==> src/rtl/decim_pkg.sv <==
// decim_pkg: shared state encodings, stage IDs and default sizes for the decimator MAC scheduler
//   STG_*        stage indices (FIR, HB1, HB2) shared with the filter stages
//   *_DEF        default N_REQ / TAP_W / MAC_LAT
//   sel_w()      width of a stage index, never below 1
package decim_pkg;
  typedef enum logic [2:0] {S_IDLE, S_GRANT, S_RUN, S_DRAIN, S_DONE} state_e;
  localparam int STG_FIR = 0;
  localparam int STG_HB1 = 1;
  localparam int STG_HB2 = 2;
  localparam int N_REQ_DEF = 3;
  localparam int TAP_W_DEF = 5;
  localparam int MAC_LAT_DEF = 2;
  function automatic int sel_w(input int n);
    return n > 1 ? $clog2(n) : 1;
  endfunction
endpackage

==> src/rtl/decim_sched_arb.sv <==
// decim_sched_arb: combinational one-hot winner selection among pending stage requests
//   clk, rst_n   clock / async active-low reset (round-robin build only)
//   adv_i        a grant is taken this cycle; pointer moves past the winner (round-robin only)
//   pend_i       pending request per stage
//   win_oh_o     one-hot winner, zero when nothing pends
//   win_idx_o    index of the winner
// Build option DECIM_SCHED_RR_EN: round-robin from an internal pointer; otherwise lowest index wins.
module decim_sched_arb import decim_pkg::*; #(
  parameter int N_REQ = N_REQ_DEF,
  parameter int SEL_W = sel_w(N_REQ)
) (
`ifdef DECIM_SCHED_RR_EN
  input  logic             clk,
  input  logic             rst_n,
  input  logic             adv_i,
`endif
  input  logic [N_REQ-1:0] pend_i,
  output logic [N_REQ-1:0] win_oh_o,
  output logic [SEL_W-1:0] win_idx_o
);
  logic [SEL_W-1:0] start;
`ifdef DECIM_SCHED_RR_EN
  logic [SEL_W-1:0] ptr_q, ptr_d;
  assign ptr_d = adv_i ? (int'(win_idx_o) == N_REQ - 1 ? '0 : win_idx_o + 1'b1) : ptr_q;
  assign start = ptr_q;
  always_ff @(posedge clk or negedge rst_n)
    if (!rst_n) ptr_q <= '0;
    else ptr_q <= ptr_d;
`else
  assign start = '0;
`endif
  // Scan backwards so the last hit written is the first pending stage at or after start.
  always_comb begin
    win_oh_o = '0;
    win_idx_o = '0;
    for (int k = N_REQ - 1; k >= 0; k--)
      if (pend_i[(int'(start) + k) % N_REQ]) begin
        win_oh_o = '0;
        win_oh_o[(int'(start) + k) % N_REQ] = 1'b1;
        win_idx_o = SEL_W'((int'(start) + k) % N_REQ);
      end
  end
endmodule

==> src/rtl/decim_mac_scheduler.sv <==
// decim_mac_scheduler: shares one MAC between the post-CIC stages, sequencing clear/enable/tap index
//   clk, rst_n       clock / async active-low reset (aborts any job, no done)
//   req_i            one-cycle job request per stage
//   req_taps_i       tap count per stage, slice i = [i*TAP_W +: TAP_W], sampled at grant
//   ovr_clr_i        clears overrun flags (a same-cycle new overrun wins)
//   mac_clr_o        accumulator clear, GRANT cycle
//   mac_en_o         accumulate enable, RUN cycles
//   mac_tap_idx_o    tap index 0..taps-1 during RUN, else 0
//   mac_sel_o        owning stage, 0 when idle
//   done_o           one-cycle pulse for the finished stage
//   busy_o           a job is in flight
//   overrun_o        sticky per-stage lost-request flag
// Build option DECIM_SCHED_RR_EN selects round-robin arbitration (fixed priority otherwise).
module decim_mac_scheduler import decim_pkg::*; #(
  parameter int N_REQ = N_REQ_DEF,
  parameter int TAP_W = TAP_W_DEF,
  parameter int MAC_LAT = MAC_LAT_DEF,
  localparam int SEL_W = sel_w(N_REQ)
) (
  input  logic                   clk,
  input  logic                   rst_n,
  input  logic [N_REQ-1:0]       req_i,
  input  logic [N_REQ*TAP_W-1:0] req_taps_i,
  input  logic                   ovr_clr_i,
  output logic                   mac_clr_o,
  output logic                   mac_en_o,
  output logic [TAP_W-1:0]       mac_tap_idx_o,
  output logic [SEL_W-1:0]       mac_sel_o,
  output logic [N_REQ-1:0]       done_o,
  output logic                   busy_o,
  output logic [N_REQ-1:0]       overrun_o
);
  localparam int LAT_W = MAC_LAT > 1 ? $clog2(MAC_LAT) : 1;
  localparam int CNT_W = TAP_W > LAT_W ? TAP_W : LAT_W;
  state_e state_q, state_d, post_run;
  logic [CNT_W-1:0] cnt_q, cnt_d;
  logic [TAP_W-1:0] taps_q, taps_d, idx_q;
  logic [SEL_W-1:0] sel_q, sel_d, win_idx;
  logic [N_REQ-1:0] pend_q, pend_d, ovr_q, ovr_d, done_q, own, conflict, win_oh;
  logic clr_q, en_q, busy_q, grant, last_tap, last_lat;
  decim_sched_arb #(.N_REQ(N_REQ), .SEL_W(SEL_W)) u_arb (
`ifdef DECIM_SCHED_RR_EN
    .clk(clk),
    .rst_n(rst_n),
    .adv_i(grant),
`endif
    .pend_i(pend_q),
    .win_oh_o(win_oh),
    .win_idx_o(win_idx)
  );
  // A stage owns the MAC from GRANT through DONE; its winning IDLE cycle is covered by pend_q.
  assign own = state_q != S_IDLE ? N_REQ'(1) << sel_q : '0;
  assign conflict = pend_q | own;
  assign grant = state_q == S_IDLE && |pend_q;
  assign pend_d = (pend_q & ~(grant ? win_oh : '0)) | (req_i & ~conflict);
  assign ovr_d = (ovr_clr_i ? '0 : ovr_q) | (req_i & conflict);
  assign post_run = MAC_LAT > 0 ? S_DRAIN : S_DONE;
  assign last_tap = cnt_q == CNT_W'(taps_q) - CNT_W'(1);
  assign last_lat = cnt_q == CNT_W'(MAC_LAT - 1);
  always_comb begin
    state_d = state_q;
    cnt_d = cnt_q;
    taps_d = taps_q;
    sel_d = sel_q;
    case (state_q)
      S_IDLE: if (grant) begin
        state_d = S_GRANT;
        sel_d = win_idx;
        taps_d = req_taps_i[int'(win_idx)*TAP_W +: TAP_W];
      end
      S_GRANT: begin
        cnt_d = '0;
        state_d = taps_q != '0 ? S_RUN : post_run;
      end
      S_RUN: begin
        cnt_d = last_tap ? '0 : cnt_q + 1'b1;
        state_d = last_tap ? post_run : S_RUN;
      end
      S_DRAIN: begin
        cnt_d = last_lat ? '0 : cnt_q + 1'b1;
        state_d = last_lat ? S_DONE : S_DRAIN;
      end
      S_DONE: begin
        state_d = S_IDLE;
        sel_d = '0;
      end
      default: state_d = S_IDLE;
    endcase
  end
  // Outputs are registered from the next state so they line up with state_q.
  always_ff @(posedge clk or negedge rst_n) begin
    if (!rst_n) begin
      state_q <= S_IDLE;
      cnt_q <= '0;
      taps_q <= '0;
      sel_q <= '0;
      pend_q <= '0;
      ovr_q <= '0;
      done_q <= '0;
      idx_q <= '0;
      clr_q <= 1'b0;
      en_q <= 1'b0;
      busy_q <= 1'b0;
    end else begin
      state_q <= state_d;
      cnt_q <= cnt_d;
      taps_q <= taps_d;
      sel_q <= sel_d;
      pend_q <= pend_d;
      ovr_q <= ovr_d;
      done_q <= state_d == S_DONE ? N_REQ'(1) << sel_d : '0;
      idx_q <= state_d == S_RUN ? cnt_d[TAP_W-1:0] : '0;
      clr_q <= state_d == S_GRANT;
      en_q <= state_d == S_RUN;
      busy_q <= state_d != S_IDLE;
    end
  end
  assign mac_clr_o = clr_q;
  assign mac_en_o = en_q;
  assign mac_tap_idx_o = idx_q;
  assign mac_sel_o = sel_q;
  assign done_o = done_q;
  assign busy_o = busy_q;
  assign overrun_o = ovr_q;
endmodule

==> config.mk <==
export PLATFORM = sky130hd
export DESIGN_NAME = decim_mac_scheduler
export DESIGN_NICKNAME = d
export VERILOG_FILES = /design/src/rtl/decim_pkg.sv /design/src/rtl/decim_sched_arb.sv /design/src/rtl/decim_mac_scheduler.sv
export SDC_FILE = /design/constraint.sdc
export NUM_CORES = 1
export LEC_CHECK = 0
export BUFFER_PORTS_ARGS = -buffer_cell sky130_fd_sc_hd__buf_2
export CORE_MARGIN = 1.5
export CORE_UTILIZATION = 50
export DETAILED_ROUTE_END_ITERATION = 8
export GPL_TIMING_DRIVEN = 0
export HOLD_SLACK_MARGIN = 0.06
export PLACE_DENSITY = 0.73
export SYNTH_ARGS = -nofsm -noshare
export SYNTH_HDL_FRONTEND = slang
export SYNTH_SLANG_ARGS = --single-unit
==> constraint.sdc <==
create_clock -name clk -period 4.76 [get_ports clk]
set_input_delay 0 -clock clk [delete_from_list [all_inputs] [get_ports clk]]
set_output_delay 0 -clock clk [all_outputs]
set_load 0.01 [all_outputs]
; Yosys cells after proc, flatten, opt, wreduce, memory -nomap -nowiden
; Cells that the tools add are included.
[totals]
in_bits = 21
regBits = 32
elab_cells = 62
[classes]
n_reduce_logical = 7
n_mul = 1
bitwise_logic = 8
n_eq_ne = 9
shift = 3
muxes = 21
n_addsub = 2
[ops]
columns = cell, n
row1 = $mux 3, 9
row2 = $mux 5, 3
row3 = $pmux 5 s3, 1
row4 = $shiftx 15x6->5, 1
row5 = $pmux 3 s4, 1
row6 = $and 3x3->3, 3
row7 = $eq 3x2->1 const B, 3
row8 = $or 3x3->3, 3
row9 = $mux 2, 4
row10 = $eq 3x1->1 const B, 2
row11 = $eq 3x3->1 const B, 2
row12 = $not 3->3, 2
row13 = $reduce_bool 3->1, 2
row14 = $shl 1x2->3 const A, 2
row15 = $add 5x1->5 const B, 1
row16 = $eq 5x1->1 const B, 1
row17 = $eq 5x5->1, 1
row18 = $mul 2x3->5 const B, 1
row19 = $reduce_bool 5->1, 1
row20 = $sub 5x1->5 const B, 1
row21 = $pmux 2 s2, 1
row22 = $logic_not 3->1, 1
row23 = $reduce_or 3->1, 1
row24 = $mux 1, 2
row25 = other kinds (2), 2

; Logic depth before layout (Yosys ltp)
[logic_depth]
depth_word = 7
depth_mapped = 7

; By module
; A second synthesis with hierarchy kept.
[hier_totals]
hier_cells = 173
area_unflattened_um2 = 1626.6
[by_module_without_submodules]
columns = mod, cells_each, area_per_inst_um2, n_inst
row1 = decim_mac_scheduler, 168, 1585.3, 1
row2 = decim_sched_arb, 5, 41.3, 1

; Worst setup path before layout
; No wires, ideal clock.
[synth_path]
path_kind = reg2reg
startpoint = register cnt_q[1]
endpoint = register state_q[0]
slack_ps = 3022
required_ps = 4629
path_buffers = 0
setup_time_ps = 131
stages_incl_launch_ff = 7
arrival_time_ps = 1607
cell_sequence = dfrtp_1 > inv_1 > ha_1 > or4b_4 > a22oi_2 > nor3b_1 > or3_1
[synth_between]
elab_chain_cells = 3
elab_cells_between_ends = 5
[synth_rtl]
columns = item, line_no
row1 = start: declaration, decim_mac_scheduler.sv:36  ; logic [CNT_W-1:0] cnt_q, cnt_d;
row2 = start signal: assignment, decim_mac_scheduler.sv:106  ; cnt_q <= cnt_d;
row3 = $eq 5x1->1 / $eq 5x5->1 (equally long branches), "decim_mac_scheduler.sv:59, decim_mac_scheduler.sv:58"
row4 = $mux 3 / $mux 1 (equally long branches), "decim_mac_scheduler.sv:81, decim_mac_scheduler.sv:77"
row5 = $pmux 3 s4 *, decim_mac_scheduler.sv:65  ; case (state_q)
row6 = net state_d[0], decim_mac_scheduler.sv:35  ; state_e state_q, state_d, post_run;
row7 = end signal: assignment, decim_mac_scheduler.sv:105  ; state_q <= state_d;
row8 = end: declaration, decim_mac_scheduler.sv:35
; Mark *: on every way through the listed nets, which the timed path passes. The rest lies on a longest branch.
; A chain may end at the register's enable or synchronous reset.

; Worst setup path in the final report
[layout_path]
startpoint = register state_q[1]
endpoint = register ovr_q[1] (netlist: overrun_o[1])
[layout_between]
elab_chain_cells = 5
[layout_rtl]
columns = item, line_no
row1 = $reduce_bool 3->1, decim_mac_scheduler.sv:52  ; assign own = state_q != S_IDLE ? N_REQ'(1) << sel_q : '0;
row2 = $mux 3, decim_mac_scheduler.sv:52
row3 = $or 3x3->3, decim_mac_scheduler.sv:53  ; assign conflict = pend_q | own;
row4 = $and 3x3->3, decim_mac_scheduler.sv:56  ; assign ovr_d = (ovr_clr_i ? '0 : ovr_q) | (req_i & conflict);
row5 = $or 3x3->3, decim_mac_scheduler.sv:56
row6 = net ovr_d[1], decim_mac_scheduler.sv:39  ; logic [N_REQ-1:0] pend_q, pend_d, ovr_q, ovr_d, done_q, own, conflict, win_oh;
row7 = end signal: assignment, decim_mac_scheduler.sv:110  ; ovr_q <= ovr_d;
row8 = end: declaration, decim_mac_scheduler.sv:39
; The timed path passes the listed nets, and every way through them passes these cells.

==> impl_metrics.csv <==
group,metric,value,unit
global_route,grt_overflow,0,
pwr,pwr-share-seq,0.350,
critical_path,crit_type,"reg -> reg",
placed_design,dpl_cell_area,1850,µm²
drt,via_per_inst,5.20,
placed_design,placed_cells_incl_taps,246,
logic_synthesis,avgSynthCellArea,9.71,µm²
critical_path,start_kind,"flip-flop",
logic_synthesis,synth_compound_area_frac,0.188,
timing,fmax,443,MHz
timing,period_needed,2.26,ns
layout,postLayoutCellArea,2080,µm²
critical_path,critPathCapture,"overrun_o[1]$_DFF_PN0_",
timing,drv_slew,0,
logic_synthesis,synth.area.mux_share,0,
status,run_status,"completed",
layout,nets,249,
clocking,cts_tree,"yes",
floorplan,fp.dieH,59.8,µm
placed_design,place.gp.congestion,0.753,
clocking,cts.sinks,32,
pwr,power,1.35,mW
logic_synthesis,synth_nets,190,
critical_path,cp.required,4.98,ns
timing,finalSetupViolCount,0,
critical_path,reg2reg_depth,5,
critical_path,reg2reg_to,"overrun_o[1]$_DFF_PN0_",
critical_path,path_cells,"nor3_1 > nor3b_1 > o21ai_0 > o21ai_0 > dlygate4sd3_1",
timing,rsz0062_at_grt,"false",
critical_path,cpMostUsedCell,"o21ai_0",
pwr,intPower,0.791,mW
layout,utilization,0.682,
logic_synthesis,seq_area_frac_synth,0.497,
timing,finalHoldViolCount,0,
logic_synthesis,synth_cells,166,
critical_path,r2r_start,"state_q[1]$_DFF_PN0_",
drt,remaining_drc_errors,0,
layout,layout.cells.non_filler,270,
logic_synthesis,synth_warnings,0,
logic_synthesis,synth_xor_area_frac,0.0474,
min_path,hp-start,"req_taps_i[10]",
clocking,post_cts_buffers,0,
clocking,clockBufferDepth,2,
global_route,grt_pass1_wl,5900,µm
placed_design,pre_cts_slack,2.85,ns
pwr,cellPowerDensity,646,nW/µm²
floorplan,io_pins,37,
drt,totalWireLength,3480,µm
critical_path,crit_path_max_fanout,8,
floorplan,num_rows,20,
timing,slew_headroom,0.464,
placed_design,portBuffers,36,
pwr,power.leakage,1.01,nW
pwr,p_sw,0.556,mW
clocking,cts_root_buf,"clkbuf_4",
placed_design,hpwlAfterDp,2450,µm
critical_path,worstSetupEndpointType,"flip-flop",
timing,finClkSkew,0.0136,ns
floorplan,die_x,59.8,µm
clocking,cts-buffers-inserted,5,
logic_synthesis,ys_types,40,
timing,final.period_utilization,0.474,
drt,wire_per_inst,12.9,µm
drt,vias,1405,
drt,drt_pass1_iterations,4,
logic_synthesis,synth_fa_ha_area_frac,0.0233,
pwr,comb_power_share,0.501,
critical_path,cp_slowest_cell,"nor3_1",
floorplan,core,3050,µm²
global_route,antenna_found_initial,0,
pwr,clockPowerShare,0.149,
pwr,netSwitchingFraction,0.413,
layout,diodes,0,
floorplan,initial_core_util,0.528,
pwr,peakVddDrop,0.000299,V
drt,ant_nets,0,
critical_path,slowest_delay,0.68,ns
timing,worst_pin_slew,0.798,ns
clocking,clk_latency,0.33,ns
critical_path,crit_start,"state_q[1]$_DFF_PN0_",
clocking,htree_levels,2,
global_route,grt_pass1_vias,1368,
floorplan,die-area,3570,µm²
min_path,hold_class,"in -> reg",
timing,whs,0.0891,ns
logic_synthesis,synth_top_family_by_area,"simple AND/OR/NAND/NOR gates",
clocking,cts_resized,0,
logic_synthesis,yosys.area_share.simple,0.207,
drt,first_iter_violations,55,
logic_synthesis,mappedNetlistArea,1610,µm²
global_route,track_usage,0.223,
layout,drive_above_1_share,0.226,
logic_synthesis,synth-seq-cells,32,
timing,setup-tns-final,0,ns
global_route,grt_max_degree,33,
critical_path,reg2reg_slack,2.50,ns
run,cap_viol_max_count,0,
timing,fin_ws,2.50,ns
clocking,clk_pin_slew,0.10,ns
layout,syn_to_final_growth,29.3,%
critical_path,worstPathArrival,2.47,ns
## cells by family (layout without fill, tap and decap cells)
| kind of cell | after synthesis | after routing |
|---|---|---|
| simple gates | 63 | 63 |
| compound gates | 45 | 45 |
| flops | 32 | 32 |
| buf+inv | 16 | 76 |
| xor+xnor | 7 | 7 |
| fa+ha+maj | 3 | 3 |
## cells in the mapped netlist
cell | number | share of area
dfrtp_1 | 32 | 0.50
nand2_1 | 17 | 0.040
nor2_1 | 14 | 0.033
o21ai_0 | 14 | 0.043
inv_1 | 11 | 0.026
a21oi_1 | 9 | 0.028
nor2b_1 | 9 | 0.035
clkbuf_1 | 4 | 0.0093
o22ai_1 | 4 | 0.016
xnor2_1 | 4 | 0.022
a221oi_1 | 3 | 0.016
ha_1 | 3 | 0.023
nand3_1 | 3 | 0.0093
nor3_1 | 3 | 0.0093
nor3b_1 | 3 | 0.014
a21o_1 | 2 | 0.0093
a22oi_1 | 2 | 0.0093
a31oi_1 | 2 | 0.0078
nor4_1 | 2 | 0.0078
nor4b_1 | 2 | 0.011
o21a_1 | 2 | 0.0093
o31ai_1 | 2 | 0.0093
xor2_1 | 2 | 0.011
a22o_1 | 1 | 0.0054
a22oi_2 | 1 | 0.0078
a2bb2oi_1 | 1 | 0.0054
a31oi_4 | 1 | 0.013
and2b_1 | 1 | 0.0047
and3_1 | 1 | 0.0039
inv_2 | 1 | 0.0023
nand2b_1 | 1 | 0.0039
nand3b_1 | 1 | 0.0047
nor3_2 | 1 | 0.0062
o31ai_2 | 1 | 0.0078
or2_1 | 1 | 0.0039
or2_2 | 1 | 0.0039
or3_1 | 1 | 0.0039
or3b_2 | 1 | 0.0054
or4b_4 | 1 | 0.0085
xor3_1 | 1 | 0.015
## power by group through the flow
stage / Clock (mW) / Sequential, mW / Combinational [mW]
final: 0.200 / 0.471 / 0.675
after global routing: 0.216 / 0.490 / 0.750
after CTS: 0.204 / 0.471 / 0.677
after detailed placement: 0 / 0.476 / 0.631
after global placement: 0 / 0.472 / 0.606
after floorplan: 0 / 0.478 / 0.459
## sequential cells by signal (all words and copies together), names as in the netlist
name and flops:
busy_o 1, cnt_q 5, done_o 3, mac_clr_o 1, mac_en_o 1, mac_sel_o 2
mac_tap_idx_o 5, overrun_o 3, pend_q 3, state_q 3, taps_q 5
## cell type report
| class | count | area (µm²) |
|---|---|---|
| Sequential cell | 32 | 801 |
| Tap cell | 44 | 55.1 |
| Multi-Input combinational cell | 118 | 751 |
| Clock buffer | 6 | 41.3 |
| Inverter | 12 | 45.0 |
| Clock inverter | 2 | 35.0 |
| Timing Repair Buffer | 52 | 340 |
| Buffer | 4 | 15.0 |
| Fill cell | 255 | 970 |
## layout by cell type, fill, tap and decap left out, types with 2 or more instances in the layout
| cell type | instances |
|---|---|
| nor2b_1 | 9 |
| xnor2_1 | 4 |
| inv_1 | 11 |
| o31ai_1 | 2 |
| clkbuf_4 | 5 |
| o21a_1 | 2 |
| clkbuf_1 | 5 |
| o21ai_0 | 14 |
| a22oi_1 | 2 |
| dfrtp_1 | 32 |
| nor4b_1 | 2 |
| nor2_1 | 14 |
| nor4_1 | 2 |
| nand3_1 | 3 |
| a21o_1 | 2 |
| a21oi_1 | 9 |
| nand2_1 | 17 |
| a221oi_1 | 3 |
| xor2_1 | 2 |
| nor3b_1 | 3 |
| nor3_1 | 3 |
| a31oi_1 | 2 |
| dlygate4sd3_1 | 16 |
| o22ai_1 | 4 |
| buf_2 | 36 |
| ha_1 | 3 |
## timing repair
action,CTS,global route
setup endpoints to repair,0,0
endpoints found under the hold margin,43,0
hold buffers,16,0
## per-layer routing
| layer | vias up | share of wire | wire [µm] | GRT usage |
|---|---|---|---|---|
| li1 | 698 | - | - | - |
| met1 | 667 | 0.44 | 1520 | 0.269 |
| met2 | 34 | 0.51 | 1770 | 0.391 |
| met3 | 6 | 0.039 | 137 | 0.0584 |
| met4 | 0 | 0.017 | 59 | 0.0603 |
| met5 | - | 0 | 0 | 0 |
## worst min-delay path by stage
| stage | to | slack, ns | depth (start not counted) |
|---|---|---|---|
| after floorplan | busy_o$_DFF_PN0_ | -0.30 | 0 |
| after global placement | mac_tap_idx_o[4]$_DFF_PN0_ | 0.07 | 1 |
| after detailed placement | mac_tap_idx_o[4]$_DFF_PN0_ | 0.09 | 1 |
| after CTS | taps_q[0]$_DFFE_PN0P_ | 0.08 | 5 |
| after global routing | taps_q[1]$_DFFE_PN0P_ | 0.13 | 5 |
| final | taps_q[0]$_DFFE_PN0P_ | 0.09 | 5 |
## critical path, delay by kind of cell (launching register included)
| kind | cells | cell delay, ns |
|---|---|---|
| DFF | 1 | 0.47 |
| buffers and inverters | 1 | 0.58 |
| and+or+nand+nor | 2 | 0.81 |
| AOI/OAI and AO/OA | 2 | 0.29 |
Power figures use the tool's default switching activity.
